### config.mk
export PLATFORM = sky130hd
export DESIGN_NAME = line_window_buffer_flat
export DESIGN_NICKNAME = d
export VERILOG_FILES = /design/src/rtl/line_window_buffer_if.sv /design/src/rtl/line_window_buffer.sv /design/src/flat_wrapper.sv
export SDC_FILE = /design/constraint.sdc
export NUM_CORES = 2
export LEC_CHECK = 0
export ABC_AREA = 1
export ABC_CLOCK_PERIOD_IN_PS = 4800
export CELL_PAD_IN_SITES_DETAIL_PLACEMENT = 1
export CELL_PAD_IN_SITES_GLOBAL_PLACEMENT = 1
export CORE_AREA = 2 2 631 633
export CTS_CLUSTER_SIZE = 10
export DETAILED_ROUTE_END_ITERATION = 12
export DIE_AREA = 0 0 633 635
export PLACE_DENSITY = 0.53
export SYNTH_ARGS = -nofsm -noshare
export SYNTH_HDL_FRONTEND = slang
export SYNTH_SLANG_ARGS = --single-unit
export TNS_END_PERCENT = 100
### constraint.sdc
create_clock -name clk -period 4.8 [get_ports clk]
set_input_delay 0.96 -clock clk [delete_from_list [all_inputs] [get_ports clk]]
set_output_delay 0.96 -clock clk [all_outputs]
set_load 0.01 [all_outputs]
### src/rtl/line_window_buffer_if.sv
// Pixel-in / window-out bundle for line_window_buffer. The master side drives the
// pixel stream and frame/line markers; the slave side returns the row window.
interface line_window_buffer_if #(
  parameter int LINE_WIDTH = 320,
  parameter int PIX_W      = 1,
  parameter int WIN_ROWS   = 5
);
  logic                                en;
  logic                                frame_start;
  logic                                line_start;
  logic                                pix_valid;
  logic [PIX_W-1:0]                    pix_in;
  logic [WIN_ROWS*LINE_WIDTH*PIX_W-1:0] win_rows;
  logic                                row_update;
  logic                                window_valid;
  logic [8:0]                          row_idx;
  logic                                line_err;

  modport master (
    output en, frame_start, line_start, pix_valid, pix_in,
    input  win_rows, row_update, window_valid, row_idx, line_err
  );

  modport slave (
    input  en, frame_start, line_start, pix_valid, pix_in,
    output win_rows, row_update, window_valid, row_idx, line_err
  );
endinterface

### src/rtl/line_window_buffer.sv
// Packs a serial pixel stream into lines and keeps the last WIN_ROWS lines as a window.
// Optional macro BORDER_ZERO_EN zeroes BORDER edge columns on each side of a committed row.
module lwb_row_reg #(
  parameter int W = 320
) (
  input  logic         clk,
  input  logic         rst_n,
  input  logic         ld_i,
  input  logic [W-1:0] d_i,
  output logic [W-1:0] q_o
);
  always_ff @(posedge clk or negedge rst_n) begin
    if (!rst_n)    q_o <= '0;
    else if (ld_i) q_o <= d_i;
  end
endmodule

module line_window_buffer #(
  parameter int LINE_WIDTH = 320,
  parameter int PIX_W      = 1,
  parameter int WIN_ROWS   = 5,
  parameter int BORDER     = 2
) (
  input  logic                     clk,
  input  logic                     rst_n,
  line_window_buffer_if.slave      bus
);
  localparam int ROW_W = LINE_WIDTH * PIX_W;
  localparam int CW    = $clog2(LINE_WIDTH);

  typedef logic [LINE_WIDTH-1:0][PIX_W-1:0] line_t;

  logic [CW-1:0] col_q, col_d, col_eff;
  logic          ovf_q, ovf_d;
  line_t         asm_q, asm_d, line_new;
  logic [8:0]    idx_q, idx_d;
  logic          wv_q, wv_d;
  logic          err_q, err_d;
  logic          upd_q, upd_d;
  logic          commit;

  logic [WIN_ROWS-1:0][ROW_W-1:0] win_q, win_in;

  always_comb begin
    col_d    = col_q;
    col_eff  = col_q;
    ovf_d    = ovf_q;
    asm_d    = asm_q;
    idx_d    = idx_q;
    wv_d     = wv_q;
    err_d    = err_q;
    upd_d    = 1'b0;
    commit   = 1'b0;
    if (bus.en) begin
      if (bus.frame_start) begin
        col_eff = '0;
        ovf_d   = 1'b0;
        idx_d   = '0;
        wv_d    = 1'b0;
        err_d   = 1'b0;
      end else if (bus.line_start) begin
        // Only a partial line counts as short; the idle gap after a commit does not.
        if (col_q != '0 && !ovf_q) err_d = 1'b1;
        col_eff = '0;
        ovf_d   = 1'b0;
      end
      col_d = col_eff;
      if (bus.pix_valid && !ovf_d) begin
        asm_d[col_eff] = bus.pix_in;
        if (col_eff == CW'(LINE_WIDTH-1)) begin
          commit = 1'b1;
          col_d  = '0;
          ovf_d  = 1'b1;
          upd_d  = 1'b1;
          if (idx_q != 9'h1FF) idx_d = idx_q + 9'd1;
          wv_d   = (idx_d >= 9'(WIN_ROWS));
        end else begin
          col_d = col_eff + 1'b1;
        end
      end
    end
  end

  always_comb begin
    line_new = asm_d;
`ifdef BORDER_ZERO_EN
    for (int c = 0; c < BORDER; c++) begin
      line_new[c]              = '0;
      line_new[LINE_WIDTH-1-c] = '0;
    end
`endif
  end

  always_ff @(posedge clk or negedge rst_n) begin
    if (!rst_n) begin
      col_q <= '0;
      ovf_q <= 1'b0;
      asm_q <= '0;
      idx_q <= '0;
      wv_q  <= 1'b0;
      err_q <= 1'b0;
      upd_q <= 1'b0;
    end else begin
      col_q <= col_d;
      ovf_q <= ovf_d;
      asm_q <= asm_d;
      idx_q <= idx_d;
      wv_q  <= wv_d;
      err_q <= err_d;
      upd_q <= upd_d;
    end
  end

  // Window rows shift together on commit; row 0 takes the freshly assembled line.
  for (genvar k = 0; k < WIN_ROWS; k++) begin : g_row
    if (k == 0) begin : g_head
      assign win_in[k] = ROW_W'(line_new);
    end else begin : g_tail
      assign win_in[k] = win_q[k-1];
    end
    lwb_row_reg #(.W(ROW_W)) u_row (
      .clk   (clk),
      .rst_n (rst_n),
      .ld_i  (commit),
      .d_i   (win_in[k]),
      .q_o   (win_q[k])
    );
  end

  assign bus.win_rows     = win_q;
  assign bus.row_update   = upd_q;
  assign bus.window_valid = wv_q;
  assign bus.row_idx      = idx_q;
  assign bus.line_err     = err_q;
endmodule
### src/flat_wrapper.sv
// flat-port wrapper written by rule: the top's interface ports become plain ports
module line_window_buffer_flat 
#(
  parameter int LINE_WIDTH = 320,
  parameter int PIX_W      = 1,
  parameter int WIN_ROWS   = 5,
  parameter int BORDER     = 2
)
  (clk, rst_n, bus_en, bus_frame_start, bus_line_start, bus_pix_valid, bus_pix_in, bus_win_rows, bus_row_update, bus_window_valid, bus_row_idx, bus_line_err);
  line_window_buffer_if #(.LINE_WIDTH(LINE_WIDTH), .PIX_W(PIX_W), .WIN_ROWS(WIN_ROWS)) bus_i ();
  input  logic clk;
  input  logic rst_n;
  input wire logic [$bits(bus_i.en)-1:0] bus_en;
  input wire logic [$bits(bus_i.frame_start)-1:0] bus_frame_start;
  input wire logic [$bits(bus_i.line_start)-1:0] bus_line_start;
  input wire logic [$bits(bus_i.pix_valid)-1:0] bus_pix_valid;
  input wire logic [$bits(bus_i.pix_in)-1:0] bus_pix_in;
  output wire logic [$bits(bus_i.win_rows)-1:0] bus_win_rows;
  output wire logic [$bits(bus_i.row_update)-1:0] bus_row_update;
  output wire logic [$bits(bus_i.window_valid)-1:0] bus_window_valid;
  output wire logic [$bits(bus_i.row_idx)-1:0] bus_row_idx;
  output wire logic [$bits(bus_i.line_err)-1:0] bus_line_err;
  assign bus_i.en = bus_en;
  assign bus_i.frame_start = bus_frame_start;
  assign bus_i.line_start = bus_line_start;
  assign bus_i.pix_valid = bus_pix_valid;
  assign bus_i.pix_in = bus_pix_in;
  assign bus_win_rows = bus_i.win_rows;
  assign bus_row_update = bus_i.row_update;
  assign bus_window_valid = bus_i.window_valid;
  assign bus_row_idx = bus_i.row_idx;
  assign bus_line_err = bus_i.line_err;
  line_window_buffer #(.LINE_WIDTH(LINE_WIDTH), .PIX_W(PIX_W), .WIN_ROWS(WIN_ROWS), .BORDER(BORDER)) u_core (.clk(clk), .rst_n(rst_n), .bus(bus_i));
endmodule
# Yosys cells after proc, flatten, opt, wreduce, memory -nomap -nowiden
# Index checks and enable logic that the tools add are counted.
# totals
register_bits,1942
latchBits,0
ram_bits,0
mem_bits_ro,0
out_inout_bits,1612
memories,0
# classes
addsub,2
mul,0
div_mod_pow,0
n_lt_le_gt_ge,3
eq_ne,2
shift,0
mux,31
n_bitwise,0
reduce_logical,9
# op_table
operator,count
two-way mux 320 bit,2
bitwise mux 320 bit,1
two-way mux 9 bit,12
"adder 9 x 1 -> 9 bit, second input constant",2
two-way mux 1 bit,15
"less-than comparator 9 x 10 -> 1 bit, second input constant",1
demux 1 bit (select 9 bit),1
"equality test 9 bit, second input constant",1
"greater-or-equal comparator 9 x 1 -> 1 bit, second input constant",1
"greater-or-equal comparator 9 x 3 -> 1 bit, second input constant",1
"inequality test 9 bit, second input constant",1
nonzero test 9 bit,1
nonzero test 2 bit,2
logical AND 1 bit,3
AND reduction 3 bit,1
logical NOT 1 bit,2

# Longest topological paths before layout
# depth
word_depth,10
depth_mapped,15
depth_no_buf,14

# Cells and area by module
# From an unflattened synthesis, not the netlist that was laid out.
# hier_totals
hier_cells,9064
hier_area_um2,77669.5
# by_module_without_submodules
module,instances,cells_per_inst,area_per_inst_um2
lwb_row_reg,5,1352,12172.9
line_window_buffer,1,2304,16804.9

# Worst setup path before layout
# Ideal clock, no wire load.
# synth_path
path_type,input-to-reg
from,input bus_line_start
to,register u_core.g_row[0].u_row.q_o[271]
setup_ps,134
arrival_time_ps,2826
required_ps,4666
setup_slack_ps,1840
stages,13
path_buffers,4
path_cell_list,nor2_4 > buf_2 > nand2_1 > inv_1 > ha_1 > nand4_1 > inv_1 > nand3_1 > buf_4 > clkinv_2 > buf_2 > clkbuf_1 > o21ai_0
# synth_via
elab_chain_len,10
# synth_lines
element,line_no,rtl
"start, declared",flat_wrapper.sv:15,input wire logic [$bits(bus_i.line_start)-1:0] bus_line_start;
two-way mux 9 bit,line_window_buffer.sv:61,end else if (bus.line_start) begin
two-way mux 9 bit,line_window_buffer.sv:55,if (bus.frame_start) begin
two-way mux 9 bit,line_window_buffer.sv:54,if (bus.en) begin
less-than comparator 9 x 10 -> 1 bit (not written as such) / greater-or-equal comparator 9 x 1 -> 1 bit (equally long branches),line_window_buffer.sv:69,asm_d[col_eff] = bus.pix_in;
logical AND 1 bit (not written as such),line_window_buffer.sv:69,
two-way mux 1 bit (not written as such),line_window_buffer.sv:69,
demux 1 bit (select 9 bit),-,
bitwise mux 320 bit,line_window_buffer.sv:69,
two-way mux 320 bit,line_window_buffer.sv:68,if (bus.pix_valid && !ovf_d) begin
two-way mux 320 bit,line_window_buffer.sv:54,
"end signal, assigned",line_window_buffer.sv:14,else if (ld_i) q_o <= d_i;
"end, declared",line_window_buffer.sv:10,output logic [W-1:0] q_o
# Parallel ways exist; a longest one is shown, timed or not. The select of a mux whose other input is x is not followed.
# A chain may end at the register's enable or synchronous reset.

# Worst setup path in the final report
# layout_path
from,input bus_frame_start
to,register u_core.g_row[0].u_row.q_o[147]
# layout_via
elab_chain_len,9
# layout_lines
element,line_no,rtl
"start, declared",flat_wrapper.sv:14,input wire logic [$bits(bus_i.frame_start)-1:0] bus_frame_start;
two-way mux 9 bit,line_window_buffer.sv:55,
two-way mux 9 bit,line_window_buffer.sv:54,
less-than comparator 9 x 10 -> 1 bit (not written as such) / greater-or-equal comparator 9 x 1 -> 1 bit (equally long branches),line_window_buffer.sv:69,
logical AND 1 bit (not written as such),line_window_buffer.sv:69,
two-way mux 1 bit (not written as such),line_window_buffer.sv:69,
demux 1 bit (select 9 bit),-,
bitwise mux 320 bit,line_window_buffer.sv:69,
two-way mux 320 bit,line_window_buffer.sv:68,
two-way mux 320 bit,line_window_buffer.sv:54,
# Parallel ways exist; a longest one is shown, timed or not. The select of a mux whose other input is x is not followed.

==> flow_summary.rst <==
.. list-table::
   :header-rows: 1

   * - Metric
     - Value
   * - Cts bufs inserted
     - around 240
   * - Routed wire per std cell
     - between 20 and 25 um
   * - Final sum of negative setup slack
     - 0 ns
   * - Pins over their slew limit
     - 0
   * - Number of search-and-repair iterations in the first detailed-routing pass
     - 5
   * - Tmin final
     - between 3 and 4 ns
   * - Top layer in use
     - met5
   * - Standby leakage power
     - around 55 nW
   * - Proportion of netlist area held by the largest area contributor
     - approximately 62%
   * - Number of nets with antenna violations after detailed routing
     - 0
   * - Vias in the first global route
     - a little under 70000
   * - Largest net degree at the start of global routing
     - between 150 and 200
   * - Fillcell total
     - around 46000
   * - Outcome
     - completed
   * - Internal power component
     - ~26 mW
   * - Vias/cell
     - 4.068
   * - Initial antenna violation count
     - 8
   * - Final setup vio count
     - 0
   * - First-pass GRT wire length
     - around 540000 um
   * - Routed Wire Length
     - 376500 um
   * - Switching share of power
     - between 20% and 30%
   * - Max-cap check violation count
     - 0
   * - TritonCTS clock tree
     - built
   * - Area Growth Syn to Fin
     - 38.41%
   * - Utilization after layout
     - 27.36%
   * - Commonest non-fill, non-tap cell in the layout
     - nand2_1
   * - Final hold vios
     - 0
   * - Number of ports placed on the die boundary
     - 1619
   * - Avg Cell Area, Syn
     - between 8 and 9 um2
   * - Synth Register Bits
     - 1941
   * - Master cell of the clock root buffer
     - clkbuf_16
   * - Critical Path Fanout Max
     - between 100 and 150
   * - DP Wirelength
     - between 200000 and 300000 um
   * - Remaining max-slew budget at the tightest pin
     - between 20% and 30%
   * - Pwr Density
     - between 300 and 400 mW/mm2
   * - Initial core utilization
     - 19.77%
   * - Floorplan die width
     - 633 um
   * - VDD IR-drop max
     - roughly 0.27 mV
   * - Achievable Freq
     - roughly 280 MHz
   * - Unrepaired setup endpoints after global routing
     - false
   * - Wire length on met1
     - 156700 um
   * - Violation count after the first detailed-routing iteration
     - about 4200
   * - DRC violation count after routing
     - 0
   * - Hold/Removal Path Class
     - in -> async
   * - Post-synthesis cell area
     - just under 0.08 mm2
   * - Clock Pin Slew Worst Setup and Hold Paths
     - about 0.060 ns
   * - Sink Count
     - about 1900
   * - Part of the cycle the worst path needs
     - 73.12%
   * - Sort of element at the end of the critical path
     - register
   * - Critical path class
     - in -> reg
   * - Clock network latency to the later pin of the worst-skew pair
     - 0.95 ns
   * - Portion of total power attributed to combinational logic
     - about 1.6%
   * - Nets
     - between 10000 and 15000
   * - Net switching power of the design
     - 8.056 mW
   * - Vertical die dimension
     - between 600 and 700 um
   * - Met3 WL post-DR
     - 21430 um
   * - Number of setup buffers added after CTS
     - 0
   * - Arrival time of data at the critical path endpoint
     - about 4.4 ns
   * - Via count
     - around 66000
   * - Startpoint kind of the worst setup timing path
     - input port
   * - CTS max path bufs
     - 4
   * - Quantity of hold-fixing buffers added after cts
     - 0
   * - Clock network fraction of design power
     - between 50% and 60%
   * - Met2 wire length
     - roughly 190000 um
   * - Sequential-to-total area share from yosys stat
     - between 60% and 70%
   * - Total grt overflow
     - 0
   * - Port Buffers
     - ~1600
   * - Share of total power in sequential cells
     - ~48%
   * - Largest area contributor in the synthesized netlist
     - dfrtp_1
   * - Net count after synthesis
     - slightly above 9000
   * - Count of distinct cell types in the synthesized netlist
     - 26
   * - Syn. warnings
     - 0
   * - Worst-case clock skew
     - approximately 0.07 ns
   * - Final weighted congestion of routability-driven global placement
     - 0.8059
   * - Maximum level of the CTS H-tree
     - 4
   * - Worst Tran Pin Value
     - about 1.1 ns
   * - Number of placement rows
     - between 200 and 250
   * - Commonest cells after routing, fill and taps aside
     - 5001 x nand2_1, 1941 x dfrtp_1, 1617 x clkdlybuf4s50_1, 799 x inv_1, 664 x nand3_1
   * - Cells taking the most area after synthesis
     - dfrtp_1 62%, nand2_1 24%, nand3_1 4.3%
   * - Total global-route track usage
     - between 10% and 20%
   * - Placeable core region
     - roughly 0.4 mm2
   * - Sequential Area
     - roughly 0.05 mm2
   * - Number of resized instances in the post-cts repair step
     - 0
   * - Area of the multi-input gates
     - between 0.02 and 0.025 mm2
   * - WP data required
     - around 5.7 ns
   * - Gate count of the mapped netlist
     - 9297
   * - Layout cells sized above 1
     - around 5.0%
   * - R2R setup slack
     - 1.72 ns
   * - Total die area
     - between 0.4 and 0.5 mm2
## routing by layer
| layer | global-route usage, % | up-vias |
|---|---|---|
| met3 | 4.221 | 379 |
| met1 | 22.52 | 33140 |
| li1 | - | 31070 |
| met4 | 4.885 | 2 |
| met2 | 32.00 | 1348 |
| met5 | 0 | - |
## area by class of cell
type,instances,share of cell area [%]
flip-flops and latches,1941,44.97
multi-input cells,6035,22.41
repair buffers,1803,16.99
clock buffers,352,6.328
well taps,5242,6.072
inverters,801,2.805
clock inverters,30,0.4100
diodes,6,0.01390
## power groups by stage
stage               Clock (mW)  Combinational (mW)  Sequential (mW)
floorplan                    0              0.0797             16.7
global placement             0               0.605             16.7
detailed placement           0               0.605             16.7
CTS                       18.2               0.606             16.4
global route              18.8               0.649             16.4
finish                    17.6               0.566             16.4
## cells in the mapped netlist
cell type and instances:
a21boi_4 1, a21oi_1 4, a22oi_1 1, buf_1 14, buf_2 206, buf_4 74
buf_6 1, clkbuf_1 225, clkinv_1 1, clkinv_2 1, dfrtp_1 1941, ha_1 6
inv_1 799, nand2_1 5001, nand3_1 665, nand3_2 1, nand4_1 5, nor2_1 56
nor2_2 1, nor2_4 1, nor3_1 5, o21ai_0 220, o21ai_1 60, o22ai_1 5
or2_2 2, xor2_1 1
## critical path, stage by stage
cell,delay (ns)
clkdlybuf4s50_1,0.57
inv_1,0.15
nand2_1,0.12
nor2_1,0.23
ha_1,0.24
nand4_1,0.25
inv_1,0.21
nand3_4,0.26
inv_16,0.35
buf_12,0.55
nand3_1,0.14
o21ai_1,0.11
## registers in the layout (all words and copies together) (netlist names)
name,cells
u_core.asm_q,319
u_core.ovf_q,1
u_core.bus.row_update,1
u_core.g_row.u_row.q_o,1600
u_core.col_q,9
u_core.bus.line_err,1
u_core.bus.row_idx,9
u_core.bus.window_valid,1
## final timing paths
check / from / endpoint / depth (start not counted)
worst min register to register: u_core.g_row[3].u_row.q_o[63] / u_core.g_row[4].u_row.q_o[63] / 2
worst min-delay path: rst_n / u_core.g_row[1].u_row.q_o[131] / 1
worst max register to register: u_core.col_q[1] / u_core.g_row[0].u_row.q_o[147] / 10
worst max-delay path: bus_frame_start / u_core.g_row[0].u_row.q_o[147] / 12
max in group asynchronous: rst_n / u_core.g_row[1].u_row.q_o[69] / 2
min in group clk: u_core.g_row[3].u_row.q_o[63] / u_core.g_row[4].u_row.q_o[63] / 2
## kinds of logic (layout without fill, tap and decap cells)
logic type | Yosys count | count (layout) | share of synthesized area, %
buffers and inverters | 1321 | 2986 | 7.051
DFF | 1941 | 1941 | 62.24
xor gates and xnor gates | 1 | 1 | 0.01122
adders and majority gates | 6 | 6 | 0.09619
other | 0 | 6 | 0
AOI/OAI and AO/OA | 291 | 291 | 1.895
and+or+nand+nor | 5737 | 5737 | 28.71
## per-stage QoR
step / hold slack, ns / std cells / area, um2 / setup slack [ns] / power (mW)
3_5_place_dp: 0.4644 / 15820 / 100700 / 0.3196 / 17.28
3_3_place_gp: 0.4608 / 15820 / 100700 / 0.4398 / 17.28
6_report: 0.05085 / 16210 / 108000 / 1.290 / 34.51
5_1_grt: 0.04004 / 16210 / 108000 / 0.9970 / 35.83
2_1_floorplan: 0.5067 / 9297 / 78040 / 1.840 / 16.76
4_1_cts: 0.005985 / 16200 / 108000 / 1.200 / 35.20
No activity file was read; power rests on OpenSTA's default activity.
